[config.mk]
export PLATFORM = sky130hd
export DESIGN_NAME = request_queue_flat
export DESIGN_NICKNAME = d
export VERILOG_FILES = /design/src/rtl/request_queue_if.sv /design/src/rtl/request_queue.sv /design/src/flat_wrapper.sv
export SDC_FILE = /design/constraint.sdc
export NUM_CORES = 1
export LEC_CHECK = 0
export ABC_CLOCK_PERIOD_IN_PS = 16400
export CORE_ASPECT_RATIO = 0.7
export CORE_MARGIN = 10
export CORE_UTILIZATION = 65
export CTS_CLUSTER_DIAMETER = 30
export DETAILED_ROUTE_END_ITERATION = 7
export HOLD_SLACK_MARGIN = 0.08
export PLACE_DENSITY = 0.93
export SLEW_MARGIN = 5
export SYNTH_ARGS = -nofsm -noshare
export SYNTH_HDL_FRONTEND = slang
export SYNTH_SLANG_ARGS = --single-unit
export TNS_END_PERCENT = 100
[constraint.sdc]
create_clock -name clk -period 16.4 [get_ports clk]
set_input_delay 1.64 -clock clk [delete_from_list [all_inputs] [get_ports clk]]
set_output_delay 1.64 -clock clk [all_outputs]
set_load 0.1 [all_outputs]
[src/rtl/request_queue_if.sv]
`default_nettype none
// +--------------------------------------------------------------------------+
// | request_queue_if : request types plus the parser-side and scheduler-side |
// |                    handshake bundle of the request queue                 |
// | Revision : 1.0                                                           |
// +--------------------------------------------------------------------------+

typedef enum logic [1:0] {
  READ   = 2'd0,
  WRITE  = 2'd1,
  IFETCH = 2'd2,
  NOP    = 2'd3
} parsed_op_t;

localparam int ADDRESS_WIDTH = 40;

interface request_queue_if #(
  parameter int AW = ADDRESS_WIDTH,
  parameter int TW = 32
);
  logic          in_valid;
  parsed_op_t    in_opcode;
  logic [AW-1:0] in_address;
  logic [TW-1:0] in_time;
  logic          in_ready;

  logic          out_valid;
  parsed_op_t    out_opcode;
  logic [AW-1:0] out_address;
  logic [TW-1:0] out_time;
  logic          out_ready;

  // master is the parser/scheduler side; slave is the queue itself
  modport master (
    output in_valid, in_opcode, in_address, in_time, out_ready,
    input  in_ready, out_valid, out_opcode, out_address, out_time
  );

  modport slave (
    input  in_valid, in_opcode, in_address, in_time, out_ready,
    output in_ready, out_valid, out_opcode, out_address, out_time
  );
endinterface

`default_nettype wire

[src/rtl/request_queue.sv]
`default_nettype none
// +--------------------------------------------------------------------------+
// | request_queue : in-order FIFO of parsed memory requests feeding the DRAM |
// |                 scheduler; optional same-cycle bypass when               |
// |                 REQUEST_QUEUE_BYPASS_EN is defined                       |
// | Revision : 1.0                                                           |
// +--------------------------------------------------------------------------+

module request_queue #(
  parameter int DEPTH = 16,
  parameter int AW    = ADDRESS_WIDTH,
  parameter int TW    = 32
) (
  input  wire logic                   clk,
  input  wire logic                   rst,
  request_queue_if.slave              bus,
  output logic [$clog2(DEPTH):0]      count,
  output logic                        full,
  output logic                        empty,
  output logic                        overflow
);

  localparam int c_ptr_w = $clog2(DEPTH);
  localparam int c_cnt_w = c_ptr_w + 1;
  localparam logic [c_cnt_w-1:0] c_depth = c_cnt_w'(DEPTH);

  parsed_op_t          r_mem_op   [DEPTH];
  logic [AW-1:0]       r_mem_addr [DEPTH];
  logic [TW-1:0]       r_mem_time [DEPTH];

  logic [c_ptr_w-1:0]  r_wptr;
  logic [c_ptr_w-1:0]  r_rptr;
  logic [c_cnt_w-1:0]  r_count;
  logic                r_overflow;

  logic                w_full;
  logic                w_empty;
  logic                w_in_req;
  logic                w_bypass;
  logic                w_enq;
  logic                w_deq;

  assign w_full   = (r_count == c_depth);
  assign w_empty  = (r_count == '0);
  assign w_in_req = bus.in_valid && (bus.in_opcode != NOP);

`ifdef REQUEST_QUEUE_BYPASS_EN
  // An empty queue with a ready consumer hands the request straight through.
  assign w_bypass = w_empty && w_in_req && bus.out_ready;
`else
  assign w_bypass = 1'b0;
`endif

  assign w_enq = w_in_req && !w_full && !w_bypass;
  assign w_deq = !w_empty && bus.out_ready;

  always_ff @(posedge clk) begin
    if (w_enq) begin
      r_mem_op[r_wptr]   <= bus.in_opcode;
      r_mem_addr[r_wptr] <= bus.in_address;
      r_mem_time[r_wptr] <= bus.in_time;
    end
  end

  always_ff @(posedge clk) begin
    if (rst) begin
      r_wptr     <= '0;
      r_rptr     <= '0;
      r_count    <= '0;
      r_overflow <= 1'b0;
    end else begin
      if (w_enq) begin
        r_wptr <= r_wptr + 1'b1;
      end
      if (w_deq) begin
        r_rptr <= r_rptr + 1'b1;
      end
      if (w_enq && !w_deq) begin
        r_count <= r_count + 1'b1;
      end else if (w_deq && !w_enq) begin
        r_count <= r_count - 1'b1;
      end
      // A request arriving while full is lost even if a dequeue frees a slot.
      if (w_in_req && w_full) begin
        r_overflow <= 1'b1;
      end
    end
  end

  always_comb begin
    bus.out_valid   = 1'b0;
    bus.out_opcode  = NOP;
    bus.out_address = '0;
    bus.out_time    = '0;
    if (w_bypass) begin
      bus.out_valid   = 1'b1;
      bus.out_opcode  = bus.in_opcode;
      bus.out_address = bus.in_address;
      bus.out_time    = bus.in_time;
    end else if (!w_empty) begin
      bus.out_valid   = 1'b1;
      bus.out_opcode  = r_mem_op[r_rptr];
      bus.out_address = r_mem_addr[r_rptr];
      bus.out_time    = r_mem_time[r_rptr];
    end
  end

  assign bus.in_ready = !w_full;
  assign count        = r_count;
  assign full         = w_full;
  assign empty        = w_empty;
  assign overflow     = r_overflow;

endmodule

`default_nettype wire

[src/flat_wrapper.sv]
// flat-port wrapper written by rule: the top's interface ports become plain ports
module request_queue_flat 
#(
  parameter int DEPTH = 16,
  parameter int AW    = ADDRESS_WIDTH,
  parameter int TW    = 32
)
  (clk, rst, count, full, empty, overflow, bus_in_valid, bus_in_opcode, bus_in_address, bus_in_time, bus_out_ready, bus_in_ready, bus_out_valid, bus_out_opcode, bus_out_address, bus_out_time);
  request_queue_if #(.AW(AW), .TW(TW)) bus_i ();
  input  wire logic clk;
  input  wire logic rst;
  output logic [$clog2(DEPTH):0] count;
  output logic full;
  output logic empty;
  output logic overflow;
  input wire logic [$bits(bus_i.in_valid)-1:0] bus_in_valid;
  input wire logic [$bits(bus_i.in_opcode)-1:0] bus_in_opcode;
  input wire logic [$bits(bus_i.in_address)-1:0] bus_in_address;
  input wire logic [$bits(bus_i.in_time)-1:0] bus_in_time;
  input wire logic [$bits(bus_i.out_ready)-1:0] bus_out_ready;
  output wire logic [$bits(bus_i.in_ready)-1:0] bus_in_ready;
  output wire logic [$bits(bus_i.out_valid)-1:0] bus_out_valid;
  output wire logic [$bits(bus_i.out_opcode)-1:0] bus_out_opcode;
  output wire logic [$bits(bus_i.out_address)-1:0] bus_out_address;
  output wire logic [$bits(bus_i.out_time)-1:0] bus_out_time;
  assign bus_i.in_valid = bus_in_valid;
  assign bus_i.in_opcode = bus_in_opcode;
  assign bus_i.in_address = bus_in_address;
  assign bus_i.in_time = bus_in_time;
  assign bus_i.out_ready = bus_out_ready;
  assign bus_in_ready = bus_i.in_ready;
  assign bus_out_valid = bus_i.out_valid;
  assign bus_out_opcode = bus_i.out_opcode;
  assign bus_out_address = bus_i.out_address;
  assign bus_out_time = bus_i.out_time;
  request_queue #(.DEPTH(DEPTH), .AW(AW), .TW(TW)) u_core (.clk(clk), .rst(rst), .bus(bus_i), .count(count), .full(full), .empty(empty), .overflow(overflow));
endmodule
==> run metrics <==
crit path time final=just over 8 ns; IO buf count=161; remaining antenna violation count=0; layout cell share with drive strength beyond 1=a little over a quarter; pwr dens=170 nW/um2; FILL cells=~3200; Gates resized, CTS repair=0; Ports=about 160; sequential share of power=38.6%; top cell type by total area after synthesis=edfxtp_1; VDD IR-drop max=between 0.15 and 0.2 mV; reg2reg setup slack=about 12 ns; WL final=about 120000 um; worst slew pin tran=~1.4 ns; global-route wire length before repair=between 150000 and 200000 um; WP data required=roughly 15 ns; r2r endpoint=u_core.r_mem_addr[10][34]$_DFFE_PP_; Pre-antenna DRT Iters=6; Total GRT Usage=between 20% and 30%; core box area=70000 um2; Critical Path Start Type=register; CTS clk-pin slew, worst paths=approximately 0.06 ns; max_cap viols=0; endpoints failing hold=0; RSZ-0062 raised after global routing=no; critical path class=register to primary output; syn_area_per_cell=23.2 um2; top post-synthesis cells by area=edfxtp_1 77%, mux4_2 14%, a211oi_1 1.7%; Die Wd=approximately 340 um; Via density=7.20; DIE AREA=around 82000 um2; Final Cycle Share=50.1%; # setup viols final=0; CTS Buf Count=145; asr flop ratio synth=0%; syn nets=roughly 2100; Post-DP Area=around 49000 um2; Slew Viols, Final=0; CTS tree=yes; Yosys top cell area share=between 70% and 80%; clock network fraction of design power=a little over a third; Sw Pwr=3060 uW; worst hold slack=0.540 ns; Final nets=roughly 2300; Max-slew headroom=8.31%; wire length per cell=around 37 um; Finished Cell Area=roughly 54000 um2; worst skew pair latency=about 0.77 ns; Bufs on Longest Clock Path=3; Total Neg Setup Slack=0 ns; dpl hpwl=approximately 55000 um; most used cell, CP=buf_4; outcome=completed; largest net degree at the start of global routing=137; CTS H-tree depth=4; R2R depth=5; #FFs+latches synth=1202; CTS Hold Bufs=0; Mapped Area=about 46000 um2; GRT overflow=0; Sw Share=between 30% and 40%; critical-path maximum fanout=54; Area Overhead vs Synth=16.4%; CP max stage delay=~1.3 ns; logic gate share of total power=between 20% and 30%; Post-synth EDFFs=between 1000 and 1500; gate count of the mapped netlist=between 1500 and 2000; starting density of the core=between 60% and 70%; Synth cell types=roughly 40; Hold WC Path Type=register to register; vias in the first global route=between 20000 and 25000; leakage power=between 0.015 and 0.02 uW; Setup Skew=0.0261 ns; postcts setup bufs=0; Cell Chain, Critical Path=buf_4 -> buf_4 -> buf_4 -> mux4_2 -> nor2b_1 -> a211oi_1 -> a211oi_1 -> clkdlybuf4s50_1; most used flip-flop cell after synthesis=edfxtp_1; die height=roughly 240 um; clock sinks=approximately 1200; synth warn=0; clock root cell=clkbuf_16; WP data arrival=roughly 6.6 ns; post-synthesis sequential area ratio=78.0%; detailed-route via count=23800; post-route DRC violation count=0; Core Rows=~80; Worst setup EP type=primary output; f_max=around 0.12 GHz; worst reg2reg path startpoint=u_core.count[0]$_SDFFE_PP0P_; Worst path slowest cell=clkdlybuf4s50_1; drt initial violations=~3500; P_int=6050 uW; initial antenna violation count=17; routability-driven placement congestion ratio=between 0.7 and 0.8; crit path capture=bus_out_address[0]
worst min-delay path by stage:
stage | from | endpoint | slack (ns) | depth (start not counted)
after floorplan | u_core.r_rptr[3]$_SDFFE_PP0P_ | register | 0.48 | 2
final | u_core.overflow$_SDFFE_PP0P_ | u_core.overflow$_SDFFE_PP0P_ | 0.54 | 2
after CTS | u_core.overflow$_SDFFE_PP0P_ | u_core.overflow$_SDFFE_PP0P_ | 0.53 | 2
after global routing | u_core.overflow$_SDFFE_PP0P_ | u_core.overflow$_SDFFE_PP0P_ | 0.56 | 2
after global placement | u_core.overflow$_SDFFE_PP0P_ | u_core.overflow$_SDFFE_PP0P_ | 0.45 | 2
after detailed placement | u_core.r_rptr[3]$_SDFFE_PP0P_ | register | 0.52 | 2
final cells by class:
type	instances	area, um2	area share [%]
Clock buffer	155	3670	6.84
Antenna cell	8	20.0	0.0374
Multi-Input combinational cell	661	9610	17.9
Inverter	6	22.5	0.0420
Clock inverter	114	1220	2.27
Sequential cell	1202	35900	67.0
Timing Repair Buffer	202	1930	3.61
Tap cell	954	1190	2.23
power groups by stage:
stage	sequential [uW]	combinational (uW)	clock (uW)
after floorplan	3570	1760	0
after global placement	3570	2250	0
after detailed placement	3570	2300	0
after CTS	3520	2360	3260
after global routing	3520	2420	3380
final	3520	2350	3240
flip-flops by register name, indices dropped and copies added (netlist names), named ones only:
name               cells
u_core.count           5
u_core.overflow        1
u_core.r_mem_addr    640
u_core.r_mem_op       32
u_core.r_mem_time    512
u_core.r_rptr          4
u_core.r_wptr          4
cell families (layout without fill, tap and decap cells):
| family | count (synthesis) | count (layout) | synth area share (%) |
|---|---|---|---|
| adders and majority gates | 10 | 10 | 0.288 |
| buffers and inverters | 122 | 477 | 1.40 |
| and+or+nand+nor | 126 | 126 | 1.51 |
| other | 0 | 8 | 0 |
| muxes | 374 | 374 | 16.2 |
| AOI/OAI and AO/OA | 143 | 143 | 2.43 |
| DFF | 1202 | 1202 | 78.0 |
| xor gates and xnor gates | 8 | 8 | 0.152 |
cells in the final DEF (no fill, tap or decap), drive strengths merged, types with 8 or more instances in the layout:
| cell | count |
|---|---|
| mux2i | 55 |
| ha | 9 |
| clkdlybuf4s50 | 161 |
| nor2b | 73 |
| a211oi | 102 |
| clkbuf | 155 |
| mux2 | 23 |
| mux4 | 296 |
| edfxtp | 1184 |
| clkinv | 58 |
| a221o | 22 |
| clkinvlp | 15 |
| diode | 8 |
| nor2 | 31 |
| inv | 34 |
| dfxtp | 18 |
| bufinv | 13 |
| buf | 41 |
synth_stat cells (2+ instances only):
cell      count
mux2_2       23
dfxtp_1      18
buf_6        13
edfxtp_1   1184
nor2_1       31
a211oi_1    102
o211ai_1      3
a221o_1      22
ha_1          9
nor3_1        4
xor2_1        5
buf_2        40
buf_4        11
o22ai_1       2
inv_1         5
nand2_1       7
a21oi_1       7
clkbuf_1     50
nor2b_1      73
mux4_2      296
mux2i_1      55
xnor2_1       3
nand3_1       2
buf_1         2
nand2b_1      2
critical path: cells and delay by family, from the launching register on:
| kind | cells | cell delay [ns] |
|---|---|---|
| buf+inv | 4 | 3.82 |
| flops | 1 | 0.73 |
| compound gates | 2 | 0.57 |
| mux | 1 | 0.36 |
| simple gates | 1 | 0.18 |
per-layer routing:
| metal | global-route usage (%) | share of wire [%] | wire length [um] | vias up |
|---|---|---|---|---|
| li1 | - | - | - | 8976 |
| met1 | 38.0 | 35 | 41800 | 12400 |
| met2 | 47.5 | 50 | 60900 | 1993 |
| met3 | 7.31 | 11 | 12700 | 379 |
| met4 | 14.8 | 4.5 | 5450 | 16 |
| met5 | 0 | 0.095 | 115 | - |
per-stage QoR:
stage | cells | total power, uW | utilization, % | setup WS (ns)
6_report | 3302 | 9110 | 76.5 | 8.19
5_1_grt | 3300 | 9330 | 76.5 | 7.75
4_1_cts | 3294 | 9130 | 76.5 | 8.02
3_5_place_dp | 3025 | 5870 | 69.5 | 8.95
3_3_place_gp | 3025 | 5820 | 69.5 | 9.07
2_1_floorplan | 1985 | 5320 | - | 8.39
Power figures use the tool's default switching activity.
